File: src/rtl/keypad_scanner_if.sv
// Keypad bus between the scanner and the matrix/consumer side: rows in, column drive and key report out.
interface keypad_scanner_if;
    logic [3:0] rows;
    logic [3:0] columns;
    logic [3:0] key_code;
    logic       key_valid;
    logic       key_held;

    modport master (
        input  rows,
        output columns,
        output key_code,
        output key_valid,
        output key_held
    );

    modport slave (
        output rows,
        input  columns,
        input  key_code,
        input  key_valid,
        input  key_held
    );
endinterface

File: src/rtl/keypad_scanner.sv
// 4x4 matrix keypad scanner: rotates an active-low column drive, debounces one key at a time,
// and reports a single key_valid pulse per accepted press with key_held spanning press to release.
module keypad_scanner #(
    parameter int unsigned SCAN_DIV = 1000,
    parameter int unsigned DEBOUNCE = 4
) (
    input  logic               clk,
    input  logic               rst,
    keypad_scanner_if.master   kbus
);
    localparam int unsigned CW = $clog2(SCAN_DIV);
    localparam int unsigned MW = $clog2(DEBOUNCE + 1);

    typedef enum logic [1:0] {ST_SCAN, ST_DEBOUNCE, ST_HELD, ST_RELEASE} state_t;

    state_t        state;
    logic [3:0]    rows_meta;
    logic [3:0]    rows_sync;
    logic [CW-1:0] dwell;
    logic [1:0]    col;
    logic [1:0]    row;
    logic [MW-1:0] count;
    logic [3:0]    columns;
    logic [3:0]    key_code;
    logic          key_valid;
    logic          key_held;

    logic          sample;
    logic          row_low;
    logic [1:0]    low_row;

    assign sample  = (dwell == CW'(SCAN_DIV - 1));
    assign row_low = ~rows_sync[row];

    always_comb begin
        if      (!rows_sync[0]) low_row = 2'd0;
        else if (!rows_sync[1]) low_row = 2'd1;
        else if (!rows_sync[2]) low_row = 2'd2;
        else                    low_row = 2'd3;
    end

    function automatic logic [3:0] key_map(input logic [1:0] r, input logic [1:0] c);
        case ({r, c})
            4'h0: key_map = 4'h1;
            4'h1: key_map = 4'h2;
            4'h2: key_map = 4'h3;
            4'h3: key_map = 4'hA;
            4'h4: key_map = 4'h4;
            4'h5: key_map = 4'h5;
            4'h6: key_map = 4'h6;
            4'h7: key_map = 4'hB;
            4'h8: key_map = 4'h7;
            4'h9: key_map = 4'h8;
            4'hA: key_map = 4'h9;
            4'hB: key_map = 4'hC;
            4'hC: key_map = 4'h0;
            4'hD: key_map = 4'hF;
            4'hE: key_map = 4'hE;
            4'hF: key_map = 4'hD;
        endcase
    endfunction

    always_ff @(posedge clk) begin
        if (rst) begin
            state     <= ST_SCAN;
            rows_meta <= '1;
            rows_sync <= '1;
            dwell     <= '0;
            col       <= '0;
            row       <= '0;
            count     <= '0;
            columns   <= 4'b1110;
            key_code  <= 4'hA;
            key_valid <= 1'b0;
            key_held  <= 1'b0;
        end else begin
            rows_meta <= kbus.rows;
            rows_sync <= rows_meta;
            key_valid <= 1'b0;
            // Column and state changes only happen on a sample, where the dwell
            // counter wraps anyway, so a free-running wrap restarts it on every change.
            dwell     <= sample ? '0 : dwell + CW'(1);

            if (sample) begin
                case (state)
                    ST_SCAN: begin
                        if (&rows_sync) begin
                            col     <= col + 2'd1;
                            columns <= {columns[2:0], columns[3]};
                        end else begin
                            row   <= low_row;
                            count <= MW'(1);
                            state <= ST_DEBOUNCE;
                        end
                    end
                    ST_DEBOUNCE: begin
                        if (row_low) begin
                            if (count == MW'(DEBOUNCE - 1)) begin
                                state     <= ST_HELD;
                                key_code  <= key_map(row, col);
                                key_valid <= 1'b1;
                                key_held  <= 1'b1;
                                count     <= '0;
                            end else begin
                                count <= count + MW'(1);
                            end
                        end else begin
                            state   <= ST_SCAN;
                            count   <= '0;
                            col     <= col + 2'd1;
                            columns <= {columns[2:0], columns[3]};
                        end
                    end
                    ST_HELD: begin
                        if (!row_low) begin
                            count <= MW'(1);
                            state <= ST_RELEASE;
                        end
                    end
                    ST_RELEASE: begin
                        if (!row_low) begin
                            if (count == MW'(DEBOUNCE - 1)) begin
                                state    <= ST_SCAN;
                                key_held <= 1'b0;
                                count    <= '0;
                                col      <= col + 2'd1;
                                columns  <= {columns[2:0], columns[3]};
                            end else begin
                                count <= count + MW'(1);
                            end
                        end else begin
                            state <= ST_HELD;
                            count <= '0;
                        end
                    end
                endcase
            end
        end
    end

    assign kbus.columns   = columns;
    assign kbus.key_code  = key_code;
    assign kbus.key_valid = key_valid;
    assign kbus.key_held  = key_held;
endmodule

File: src/flat_wrapper.sv
// flat-port wrapper written by rule: the top's interface ports become plain ports
module keypad_scanner_flat 
#(
    parameter int unsigned SCAN_DIV = 1000,
    parameter int unsigned DEBOUNCE = 4
)
  (clk, rst, kbus_rows, kbus_columns, kbus_key_code, kbus_key_valid, kbus_key_held);
  keypad_scanner_if kbus_i ();
  input  logic clk;
  input  logic rst;
  input wire logic [$bits(kbus_i.rows)-1:0] kbus_rows;
  output wire logic [$bits(kbus_i.columns)-1:0] kbus_columns;
  output wire logic [$bits(kbus_i.key_code)-1:0] kbus_key_code;
  output wire logic [$bits(kbus_i.key_valid)-1:0] kbus_key_valid;
  output wire logic [$bits(kbus_i.key_held)-1:0] kbus_key_held;
  assign kbus_i.rows = kbus_rows;
  assign kbus_columns = kbus_i.columns;
  assign kbus_key_code = kbus_i.key_code;
  assign kbus_key_valid = kbus_i.key_valid;
  assign kbus_key_held = kbus_i.key_held;
  keypad_scanner #(.SCAN_DIV(SCAN_DIV), .DEBOUNCE(DEBOUNCE)) u_core (.clk(clk), .rst(rst), .kbus(kbus_i));
endmodule
File: config.mk
export PLATFORM = sky130hd
export DESIGN_NAME = keypad_scanner_flat
export DESIGN_NICKNAME = d
export VERILOG_FILES = /design/src/rtl/keypad_scanner_if.sv /design/src/rtl/keypad_scanner.sv /design/src/flat_wrapper.sv
export SDC_FILE = /design/constraint.sdc
export NUM_CORES = 1
export LEC_CHECK = 0
export BUFFER_PORTS_ARGS = -buffer_cell sky130_fd_sc_hd__buf_4
export CORE_ASPECT_RATIO = 0.5
export CORE_UTILIZATION = 32
export CTS_CLUSTER_SIZE = 8
export DETAILED_ROUTE_END_ITERATION = 8
export PLACE_DENSITY = 0.57
export RECOVER_POWER = 100
export SYNTH_ARGS = -nofsm -noshare
export SYNTH_HDL_FRONTEND = slang
export SYNTH_SLANG_ARGS = --single-unit
export TNS_END_PERCENT = 100
File: constraint.sdc
create_clock -name clk -period 3.6 [get_ports clk]
set_input_delay 0.72 -clock clk [delete_from_list [all_inputs] [get_ports clk]]
set_output_delay 0.72 -clock clk [all_outputs]
set_load 0.01 [all_outputs]
==> impl_metrics.env, run 1 <==
export IMPL_status="completed"
export IMPL_synth_seq_cells=37
export IMPL_place_ws_ns=1.18
export IMPL_syn2layout_area_growth_pct=11.3
export IMPL_grt_pass1_vias=1145
export IMPL_rsz0062_at_grt="no"
export IMPL_layout_drive_gt1_share_pct=12.6
export IMPL_grt_total_usage_pct=13.3
export IMPL_fin_crit_sh_pct=67.1
export IMPL_synth_compound_area_share_pct=12.1
export IMPL_tightestPinTransition_ns=1.45
export IMPL_stdcell_count=261
export IMPL_cts_clk_slew_worst_paths_ns=0.08
export IMPL_worst_setup_path_start_kind="flip-flop"
export IMPL_period_needed_ns=2.41
export IMPL_hold_path_class="reg2reg"
export IMPL_yosysUniqueCellTypes=43
export IMPL_worst_slack_ns=1.19
export IMPL_utilization_pct=37.4
export IMPL_syn_instance_count=179
export IMPL_grt_overflow_total=0
export IMPL_worstReg2RegEnd="u_core.col[0]"
export IMPL_fp_dieH_um=53.0
export IMPL_nets=201
export IMPL_slew_violations=0
export IMPL_syn_area_per_cell_um2=9.30
export IMPL_die_area_um2=5510
export IMPL_synth_top_family_by_area="simple AND/OR/NAND/NOR gates"
export IMPL_first_pass_iters=5
export IMPL_synth_simple_gate_area_share_pct=22.9
export IMPL_num_fill_cells=516
export IMPL_endpoint_kind="flip-flop"
export IMPL_finalSetupViolCount=0
export IMPL_crit_required_ns=3.79
export IMPL_synth_area_mux_share_pct=6.32
export IMPL_portBuffers=15
export IMPL_syn_area_um2=1660
export IMPL_hold_worst_slack_ns=0.415
export IMPL_yosysSeqAreaShare_pct=44.5
export IMPL_ctsResizeCount=0
export IMPL_synth_xor_area_share_pct=5.26
export IMPL_tns_ns=0
export IMPL_cts_buffer_depth=2
export IMPL_r2r_setup_slack_ns=1.19
export IMPL_hold_viol=0
export IMPL_cts_tree="built"
export IMPL_yosys_warnings=0
export IMPL_hp_start="u_core.rows_meta[1]"
export IMPL_fp_row_count=18
export IMPL_cts_root_buf="clkbuf_8"
export IMPL_r2r_cells=5
export IMPL_whs_endpoint="u_core.rows_sync[1]"
export IMPL_numCtsBuffers=5
export IMPL_drc_errors=0
export IMPL_drt_iter0_drc=63
export IMPL_final_common_cell="dfxtp_1"
export IMPL_clk_latency_ns=0.29
export IMPL_drt_vias_per_instance=4.94
export IMPL_boundaryPins=16
export IMPL_num_vias=1289
export IMPL_final_antenna_net_count=0
export IMPL_clock_sinks=37
export IMPL_skew_ns=0.00650
export IMPL_synthAdderAreaFrac_pct=3.76
export IMPL_wl_per_cell_um=12.6
export IMPL_dpl_hpwl_um=2330
export IMPL_leakagePower_nw=0.634
export IMPL_hold_path_depth=1
export IMPL_worstPathMaxFanout=14
export IMPL_grt_max_degree=36
export IMPL_crit_start="u_core.dwell[0]"
export IMPL_slew_headroom_pct=3.67
export IMPL_ir_drop_uv=164
export IMPL_final_cell_mix="dfxtp_1 (37), nand2_1 (13), nor2_1 (11), nor3_1 (11), clkbuf_1 (11)"
export IMPL_post_cts_buffers=0
export IMPL_gp_congestion=0.810
export IMPL_timing_fmax_mhz=414
export IMPL_grt_first_pass_wirelength_um=5550
export IMPL_power_density_nw_per_um2=402
export IMPL_initial_core_util_pct=33.6
export IMPL_routed_wirelength_um=3280
export IMPL_postCtsHoldBufs=0
export IMPL_antenna_cells=0
export IMPL_core_area_um2=4950
export IMPL_htree_levels=2
export IMPL_grt_antenna_before_repair=0
export IMPL_crit_arrival_ns=2.60
export IMPL_r2r_start="u_core.dwell[0]"
export IMPL_die_width_um=104
export IMPL_drv_cap=0
export IMPL_syn_nets=190
export IMPL_dp_cells=253
export IMPL_worstSetupPathType="reg2reg"
## final cells by class
| class | count | area (um^2) | area share (%) |
|---|---|---|---|
| sequential | 37 | 741 | 40.0 |
| inverter | 7 | 26.3 | 1.42 |
| multi-input combinational | 124 | 835 | 45.1 |
| clock inverter | 3 | 22.5 | 1.22 |
| tap | 70 | 87.6 | 4.73 |
| timing repair buffer | 15 | 71.3 | 3.85 |
| clock buffer | 5 | 68.8 | 3.72 |
## metal layers
metal,global-route usage (%),vias up,wire [um]
met4,7.14,0,78
met2,19.4,23,1240
met1,18.0,598,1850
met3,3.69,9,116
li1,-,659,-
met5,0,-,0
## worst max-delay path, stage by stage (launching register included)
cell,delay [ns]
dfxtp_1,0.38
ha_1,0.24
and4bb_1,0.32
and3_1,0.51
o2111a_1,0.49
mux2_2,0.37
## how the worst max path moves through the flow
| stage | depth (start not counted) | to |
|---|---|---|
| after floorplan | 7 | u_core.col[0] |
| after global placement | 5 | u_core.col[0] |
| after detailed placement | 5 | u_core.col[0] |
| after CTS | 5 | u_core.col[0] |
| after global routing | 3 | u_core.count[1] |
| final | 5 | u_core.col[0] |
## synthesized netlist by cell type
| library cell | count | share of area, % |
|---|---|---|
| mux4_2 | 1 | 1.4 |
| mux2_2 | 2 | 1.4 |
| mux2i_1 | 6 | 3.6 |
| clkbuf_8 | 1 | 0.83 |
| nand3_1 | 8 | 2.4 |
| and3_1 | 3 | 1.1 |
| nor2_1 | 11 | 2.5 |
| a21boi_0 | 1 | 0.45 |
| xnor2_1 | 8 | 4.2 |
| o2111a_1 | 1 | 0.68 |
| or3_1 | 1 | 0.38 |
| clkbuf_1 | 8 | 1.8 |
| and4_1 | 2 | 1.1 |
| a21oi_1 | 7 | 2.1 |
| o21ai_0 | 7 | 2.1 |
| or2_2 | 8 | 3.0 |
| nand2_1 | 13 | 2.9 |
| buf_2 | 1 | 0.30 |
| a311oi_1 | 1 | 0.53 |
| nand4_1 | 4 | 1.5 |
| a2bb2oi_1 | 1 | 0.53 |
| o2111ai_1 | 2 | 1.1 |
| nand2b_1 | 3 | 1.1 |
| dfxtp_1 | 37 | 45 |
| a311o_1 | 1 | 0.60 |
| and4bb_1 | 1 | 0.75 |
| inv_1 | 7 | 1.6 |
| nor3b_1 | 1 | 0.45 |
| and3b_1 | 1 | 0.53 |
| nor4_1 | 2 | 0.75 |
| a211oi_1 | 1 | 0.45 |
| o21ba_2 | 1 | 0.60 |
| xor2_1 | 2 | 1.1 |
| o211a_1 | 1 | 0.60 |
| a31oi_1 | 2 | 0.75 |
| nor4b_1 | 1 | 0.53 |
| a32o_1 | 1 | 0.60 |
| nor3_1 | 11 | 3.3 |
| buf_6 | 1 | 0.68 |
| ha_1 | 5 | 3.8 |
| o2bb2ai_1 | 1 | 0.53 |
| or2_4 | 1 | 0.53 |
| a41oi_1 | 1 | 0.53 |
## flip-flops by register name, indices dropped and copies added, names as in the netlist, named ones only
register and flops:
u_core.kbus.columns 4, u_core.dwell 10, u_core.kbus.key_held 1, u_core.row 2, u_core.rows_meta 4, u_core.rows_sync 4, u_core.kbus.key_code 4, u_core.state 1
u_core.count 3, u_core.col 2, u_core.kbus.key_valid 1
## kinds of logic (layout without fill, tap and decap cells)
kind of cell / count (synthesis) / after routing
and+or+nand+nor: 71 / 71
buffers and inverters: 18 / 30
xor gates and xnor gates: 10 / 10
AOI/OAI and AO/OA: 29 / 29
adders and majority gates: 5 / 5
muxes: 9 / 9
DFF: 37 / 37
## report_power, final
part / internal (mW) / switching [mW] / total [mW]
sequential: 0.416 / 0.00548 / 0.421
combinational: 0.0126 / 0.0167 / 0.0293
clock: 0.137 / 0.157 / 0.295
total: 0.566 / 0.180 / 0.745
## per-stage QoR
stage                     power (mW)  instance area [um^2]
final                          0.745                  1850
after global routing           0.779                  1850
after CTS                      0.753                  1900
after detailed placement       0.461                  1800
after global placement         0.461                  1800
after floorplan                0.452                  1660
No activity file was read; power rests on OpenSTA's default activity.
==> inputs of run 2 (changes only) <==
- ABC_AREA: not set -> 1
- PLACE_DENSITY: 0.57 -> 0.59
- clock period: 3.6 -> 2.2 ns (I/O delays scaled with it)
==> run 2 against run 1 <==
  * Non-clock buffer count grew 1
  * Clock skew shrank 0.0037 ns
  * The flow now finishes with violations (design-rule violations)
  * Setup slack got worse by 0.72 ns
  * Critical endpoint is now u_core.kbus.key_code[0]
  * Area after synthesis increased by 11%
  * Sequential power increased by 63%
  * Sequential share of layout area is 4.9 points lower
==> impl_metrics.env, run 2 <==
export IMPL_largest_register_ffs=10
export IMPL_violations="design-rule violations"
export IMPL_drc_errors=2
export IMPL_synth_area_leader_cell="dfxtp_1"
export IMPL_fp_row_count=19
export IMPL_worstSetupPathType="reg2reg"
export IMPL_grt_max_degree=17
export IMPL_first_pass_iters=6
export IMPL_cts_tree="built"
export IMPL_r2r_setup_slack_ns=0.47
export IMPL_worstPathMaxFanout=8
export IMPL_slew_headroom_pct=72.8
export IMPL_yosys_warnings=0
export IMPL_synth_edff_count=0
export IMPL_fp_dieH_um=55.8
export IMPL_clk_latency_ns=0.28
export IMPL_post_cts_buffers=0
export IMPL_cts_root_buf="clkbuf_16"
export IMPL_layout_drive_gt1_share_pct=16.3
export IMPL_htree_levels=2
export IMPL_multi_input_area_um2=897
export IMPL_crit_arrival_ns=1.90
export IMPL_finalSetupViolCount=0
export IMPL_grt_total_usage_pct=12.7
export IMPL_dp_cells=341
export IMPL_status="finished with violations"
export IMPL_antenna_cells=0
export IMPL_yosysUniqueCellTypes=31
export IMPL_drt_vias_per_instance=4.37
export IMPL_worst_setup_path_start_kind="flip-flop"
export IMPL_cts_buffer_depth=2
export IMPL_syn_area_per_cell_um2=7.23
export IMPL_gp_congestion=0.792
export IMPL_final_area_um2=2110
export IMPL_regMostFlops="u_core.dwell"
export IMPL_grt_antenna_before_repair=0
export IMPL_utilization_pct=38.3
export IMPL_yosys_area_top_type_share_pct=40.0
export IMPL_postCtsHoldBufs=0
export IMPL_final_antenna_net_count=0
export IMPL_ys_flop_type="dfxtp_1"
export IMPL_syn_nets=267
export IMPL_hold_path_class="in2reg"
export IMPL_dpl_cell_area_um2=2030
export IMPL_grt_pass1_vias=1522
export IMPL_core_area_um2=5520
export IMPL_stdcell_count=349
export IMPL_syn_instance_count=256
export IMPL_die_area_um2=6110
export IMPL_num_fill_cells=582
export IMPL_drt_iter0_drc=75
export IMPL_final_cell_mix="nand2_1 (63), nor2_1 (38), dfxtp_1 (37), inv_1 (27), nand3_1 (17)"
export IMPL_cts_clk_slew_worst_paths_ns=0.05
export IMPL_async_flop_share_pct=0
export IMPL_syn_area_um2=1850
export IMPL_die_width_um=110
export IMPL_leakagePower_nw=0.945
export IMPL_skew_ns=0.00277
export IMPL_clock_sinks=37
export IMPL_drv_cap=0
export IMPL_fin_crit_sh_pct=78.6
export IMPL_ctsResizeCount=0
export IMPL_yosysSeqAreaShare_pct=40.0
export IMPL_tns_ns=0
export IMPL_ir_drop_uv=304
export IMPL_numCtsBuffers=5
export IMPL_crit_required_ns=2.37
export IMPL_period_needed_ns=1.73
export IMPL_synth_seq_cells=37
export IMPL_synth_area_top_cells="dfxtp_1 (40%), nand2_1 (12%), nor2_1 (7.1%), inv_1 (5.3%), nand3_1 (4.3%)"
export IMPL_tightestPinTransition_ns=0.407
export IMPL_boundaryPins=16
export IMPL_slew_violations=0
export IMPL_dpl_hpwl_um=2450
export IMPL_grt_first_pass_wirelength_um=6110
export IMPL_synthTopCellsByCount="nand2_1 (61), dfxtp_1 (37), nor2_1 (35)"
export IMPL_final_common_cell="nand2_1"
export IMPL_wl_per_cell_um=9.54
export IMPL_seq_area_um2=741
export IMPL_timing_fmax_mhz=578
export IMPL_initial_core_util_pct=33.6
export IMPL_nets=286
export IMPL_synth_most_common_cell="nand2_1"
export IMPL_portBuffers=15
export IMPL_num_vias=1526
export IMPL_grt_overflow_total=0
export IMPL_hold_viol=0
export IMPL_routed_wirelength_um=3330
export IMPL_rsz0062_at_grt="no"
export IMPL_endpoint_kind="flip-flop"
export IMPL_power_density_nw_per_um2=730
export IMPL_syn2layout_area_growth_pct=14.1
[run 2: power by group]
group          internal, mW  switching [mW]
Combinational        0.0220          0.0314
Sequential            0.682         0.00665
Clock                 0.536           0.263
[run 2: kinds of logic after synthesis]
group / count (synthesis) / share of synthesized area [%]
buf+inv: 39 / 8.79
fa+ha+maj: 5 / 3.38
xor+xnor: 2 / 0.947
compound gates: 23 / 6.56
flops: 37 / 40.0
simple gates: 150 / 40.3
[run 2: per-layer routing]
layer	wire length, um	up-vias	global-route usage, %
met2	1500	14	21.0
met5	0	-	0
met4	62	0	6.67
met1	1660	673	14.8
li1	-	831	-
met3	108	8	3.98
[run 2: final timing paths]
path | start | to | depth (start not counted)
max | u_core.dwell[0] | u_core.kbus.key_code[0] | 8
min | kbus_rows[3] | u_core.rows_meta[3] | 2
max reg2reg | u_core.dwell[0] | u_core.kbus.key_code[0] | 8
min reg2reg | u_core.rows_meta[0] | u_core.rows_sync[0] | 1
[run 2: metrics by stage]
step | power [mW] | hold slack (ns) | worst slack (ns)
4_1_cts | 1.56 | 0.341 | 0.640
2_1_floorplan | 0.743 | 0.389 | 0.843
3_3_place_gp | 0.759 | 0.393 | 0.725
6_report | 1.54 | 0.342 | 0.470
5_1_grt | 1.61 | 0.339 | 0.224
3_5_place_dp | 0.761 | 0.393 | 0.694
[run 2: final cells by class]
type	count	area share (%)
Clock inverter	2	1.84
Tap cell	73	4.33
Sequential cell	37	35.1
Multi-Input combinational cell	180	42.5
Timing Repair Buffer	16	3.73
Inverter	35	6.40
Clock buffer	6	6.11
[run 2: worst max-delay path, cell delays in order, from the launching register on]
cell      delay [ns]
dfxtp_1         0.36
ha_1            0.20
nand2_2         0.07
nor2_1          0.20
nand3_4         0.13
clkinv_2        0.09
nand3_1         0.29
a21oi_1         0.24
nor2_1          0.05
==> inputs of run 3 (changes only) <==
- clock period: 2.2 -> 1.4 ns (I/O delays scaled with it)
==> run 3 against run 2 <==
  * The flow finishes with violations (design-rule violations, negative setup slack)
  * Fmax up 21%
  * Flip-flop and latch count stayed put
  * Sequential share of layout area shrank 3.6 points
  * Clock skew grew 0.0032 ns
  * Setup slack lost 0.49 ns
  * Non-clock buffer count is 13 higher
  * Combinational power is 99% higher
  * Clock-buffer cell count is the same
  * Clock power grew 64%
  * Cell count rose by 3.7%
  * Critical path depth is 1 higher
  * Routed wire length grew 6.4%
==> impl_metrics.env, run 3 (synthesized netlist as in run 2, its figures left out) <==
export IMPL_r2r_setup_slack_ns=-0.02
export IMPL_rsz0062_at_grt="yes"
export IMPL_wl_per_cell_um=9.79
export IMPL_fin_crit_sh_pct=102
export IMPL_status="finished with violations"
export IMPL_die_width_um=110
export IMPL_grt_total_usage_pct=12.3
export IMPL_crit_required_ns=1.61
export IMPL_timing_fmax_mhz=702
export IMPL_hold_path_depth=2
export IMPL_regMostFlops="u_core.dwell"
export IMPL_grt_first_pass_wirelength_um=5910
export IMPL_r2r_cells=9
export IMPL_tns_ns=-0.0247
export IMPL_dp_cells=351
export IMPL_nets=299
export IMPL_dpl_hpwl_um=2460
export IMPL_place_ws_ns=-0.0359
export IMPL_clock_sinks=37
export IMPL_ir_drop_uv=464
export IMPL_grt_antenna_before_repair=0
export IMPL_worst_slack_ns=-0.0243
export IMPL_antenna_cells=0
export IMPL_path_cells="ha_4 > nand2_2 > nor2_4 > nand3_4 > nor2_4 > nand2_2 > nor2_4 > nor2_1 > nor2_1"
export IMPL_worst_path_buf_inv=0
export IMPL_multi_input_area_um2=1050
export IMPL_gp_congestion=0.749
export IMPL_core_area_um2=5520
export IMPL_slew_headroom_pct=75.0
export IMPL_met3_usage_pct=3.86
export IMPL_worst_setup_path_start_kind="flip-flop"
export IMPL_use_met1_pct=14.8
export IMPL_numCtsBuffers=5
export IMPL_worstPathMaxFanout=6
export IMPL_cts_tree="built"
export IMPL_drt_iter0_drc=50
export IMPL_final_common_cell="nand2_1"
export IMPL_largest_register_ffs=10
export IMPL_seq_area_um2=754
export IMPL_hp_start="kbus_rows[3]"
export IMPL_violations="design-rule violations, negative setup slack"
export IMPL_drv_cap=0
export IMPL_tightestPinTransition_ns=0.375
export IMPL_leakagePower_nw=1.03
export IMPL_crit_path_frequent_cell="nor2_4"
export IMPL_fp_row_count=19
export IMPL_hold_viol=0
export IMPL_routed_wirelength_um=3540
export IMPL_crit_arrival_ns=1.64
export IMPL_num_fill_cells=562
export IMPL_postCtsHoldBufs=0
export IMPL_clk_latency_ns=0.28
export IMPL_top_usage_layer="met2"
export IMPL_slew_violations=0
export IMPL_power_density_nw_per_um2=1050
export IMPL_first_pass_iters=6
export IMPL_grt_max_degree=17
export IMPL_period_needed_ns=1.42
export IMPL_finalSetupViolCount=2
export IMPL_portBuffers=15
export IMPL_initial_core_util_pct=33.6
export IMPL_whs_endpoint="u_core.rows_meta[3]"
export IMPL_htree_levels=2
export IMPL_r2r_start="u_core.dwell[1]"
export IMPL_skew_ns=0.00601
export IMPL_drc_errors=2
export IMPL_fp_dieH_um=55.8
export IMPL_cts_root_buf="clkbuf_16"
export IMPL_drt_vias_per_instance=4.38
export IMPL_stdcell_count=362
export IMPL_worstReg2RegEnd="u_core.state[0]"
export IMPL_met2_usage_pct=20.7
export IMPL_final_cell_mix="nand2_1 (52), nor2_1 (32), dfxtp_1 (28), inv_1 (25), buf_4 (17)"
export IMPL_cpPeakStageDelay_ns=0.35
export IMPL_worstSetupPathType="reg2reg"
export IMPL_endpoint_kind="flip-flop"
export IMPL_grt_pass1_vias=1472
export IMPL_final_antenna_net_count=0
export IMPL_syn2layout_area_growth_pct=29.3
export IMPL_num_vias=1584
export IMPL_cts_buffer_depth=2
export IMPL_layout_drive_gt1_share_pct=33.6
export IMPL_grt_overflow_total=0
export IMPL_die_area_um2=6110
export IMPL_critPathSlowestCell="dfxtp_2"
export IMPL_hold_path_class="in2reg"
export IMPL_cp_top_family="simple AND/OR/NAND/NOR gates"
export IMPL_boundaryPins=16
export IMPL_cts_clk_slew_worst_paths_ns=0.06
export IMPL_utilization_pct=43.4
[run 3: cell types whose count changed in the layout (fill, tap and decap cells not counted), sizes merged]
cell,delta
buf,+13
clkinv,-1
clkinvlp,+1
[run 3: area by class of cell]
cell class,instances,area share [%]
repair buffers,29,7.53
inverters,35,5.81
multi-input cells,180,43.9
clock buffers,6,5.81
clock inverters,2,1.57
well taps,73,3.82
flip-flops and latches,37,31.5
[run 3: worst reg2reg max path, stage by stage, from the launching register on]
cell     delay (ns)
dfxtp_2        0.35
ha_4           0.14
nand2_2        0.07
nor2_4         0.10
nand3_4        0.13
nor2_4         0.14
nand2_2        0.12
nor2_4         0.15
nor2_1         0.05
nor2_1         0.10
[run 3: per-layer routing]
metal,vias up,share of wire [%],wire [um]
met3,5,2.9,101
met5,-,0,0
met4,0,1.4,48
li1,859,-,-
met1,701,49,1730
met2,19,47,1670
[run 3: power breakdown]
part / internal [mW] / leakage (nW) / switching, mW / total (mW)
clock: 0.888 / 0.0831 / 0.425 / 1.31
sequential: 1.07 / 0.305 / 0.0119 / 1.08
combinational: 0.0467 / 0.639 / 0.0594 / 0.106
total: 2.00 / 1.03 / 0.496 / 2.50
[run 3: worst max path at each step]
| stage | start | to | slack, ns | cells past startpoint |
|---|---|---|---|---|
| final | u_core.dwell[1] | u_core.state[0] | -0.02 | 9 |
| after global routing | u_core.dwell[0] | u_core.state[0] | -0.08 | 9 |
| after CTS | u_core.dwell[1] | u_core.state[0] | -0.001 | 8 |
| after detailed placement | u_core.dwell[1] | u_core.kbus.columns[2] | -0.04 | 10 |
| after global placement | u_core.dwell[0] | u_core.kbus.columns[1] | 0.02 | 10 |
| after floorplan | u_core.count[0] | u_core.kbus.columns[1] | 0.04 | 10 |
[run 3: what timing repair did]
item                       in CTS  in global routing
setup endpoints to repair      11                 17
cloned                          0                  0
gates resized for setup        10                 32
setup buffers                   0                  3
pin swaps                       5                 14
[run 3: metrics by stage]
stage          hold slack, ns  power (mW)  cell area, um^2
2_1_floorplan           0.384        1.17             1850
3_5_place_dp            0.392        1.20             2110
6_report                0.182        2.50             2390
3_3_place_gp            0.391        1.20             2110
4_1_cts                 0.181        2.52             2320
5_1_grt                 0.182        2.59             2390
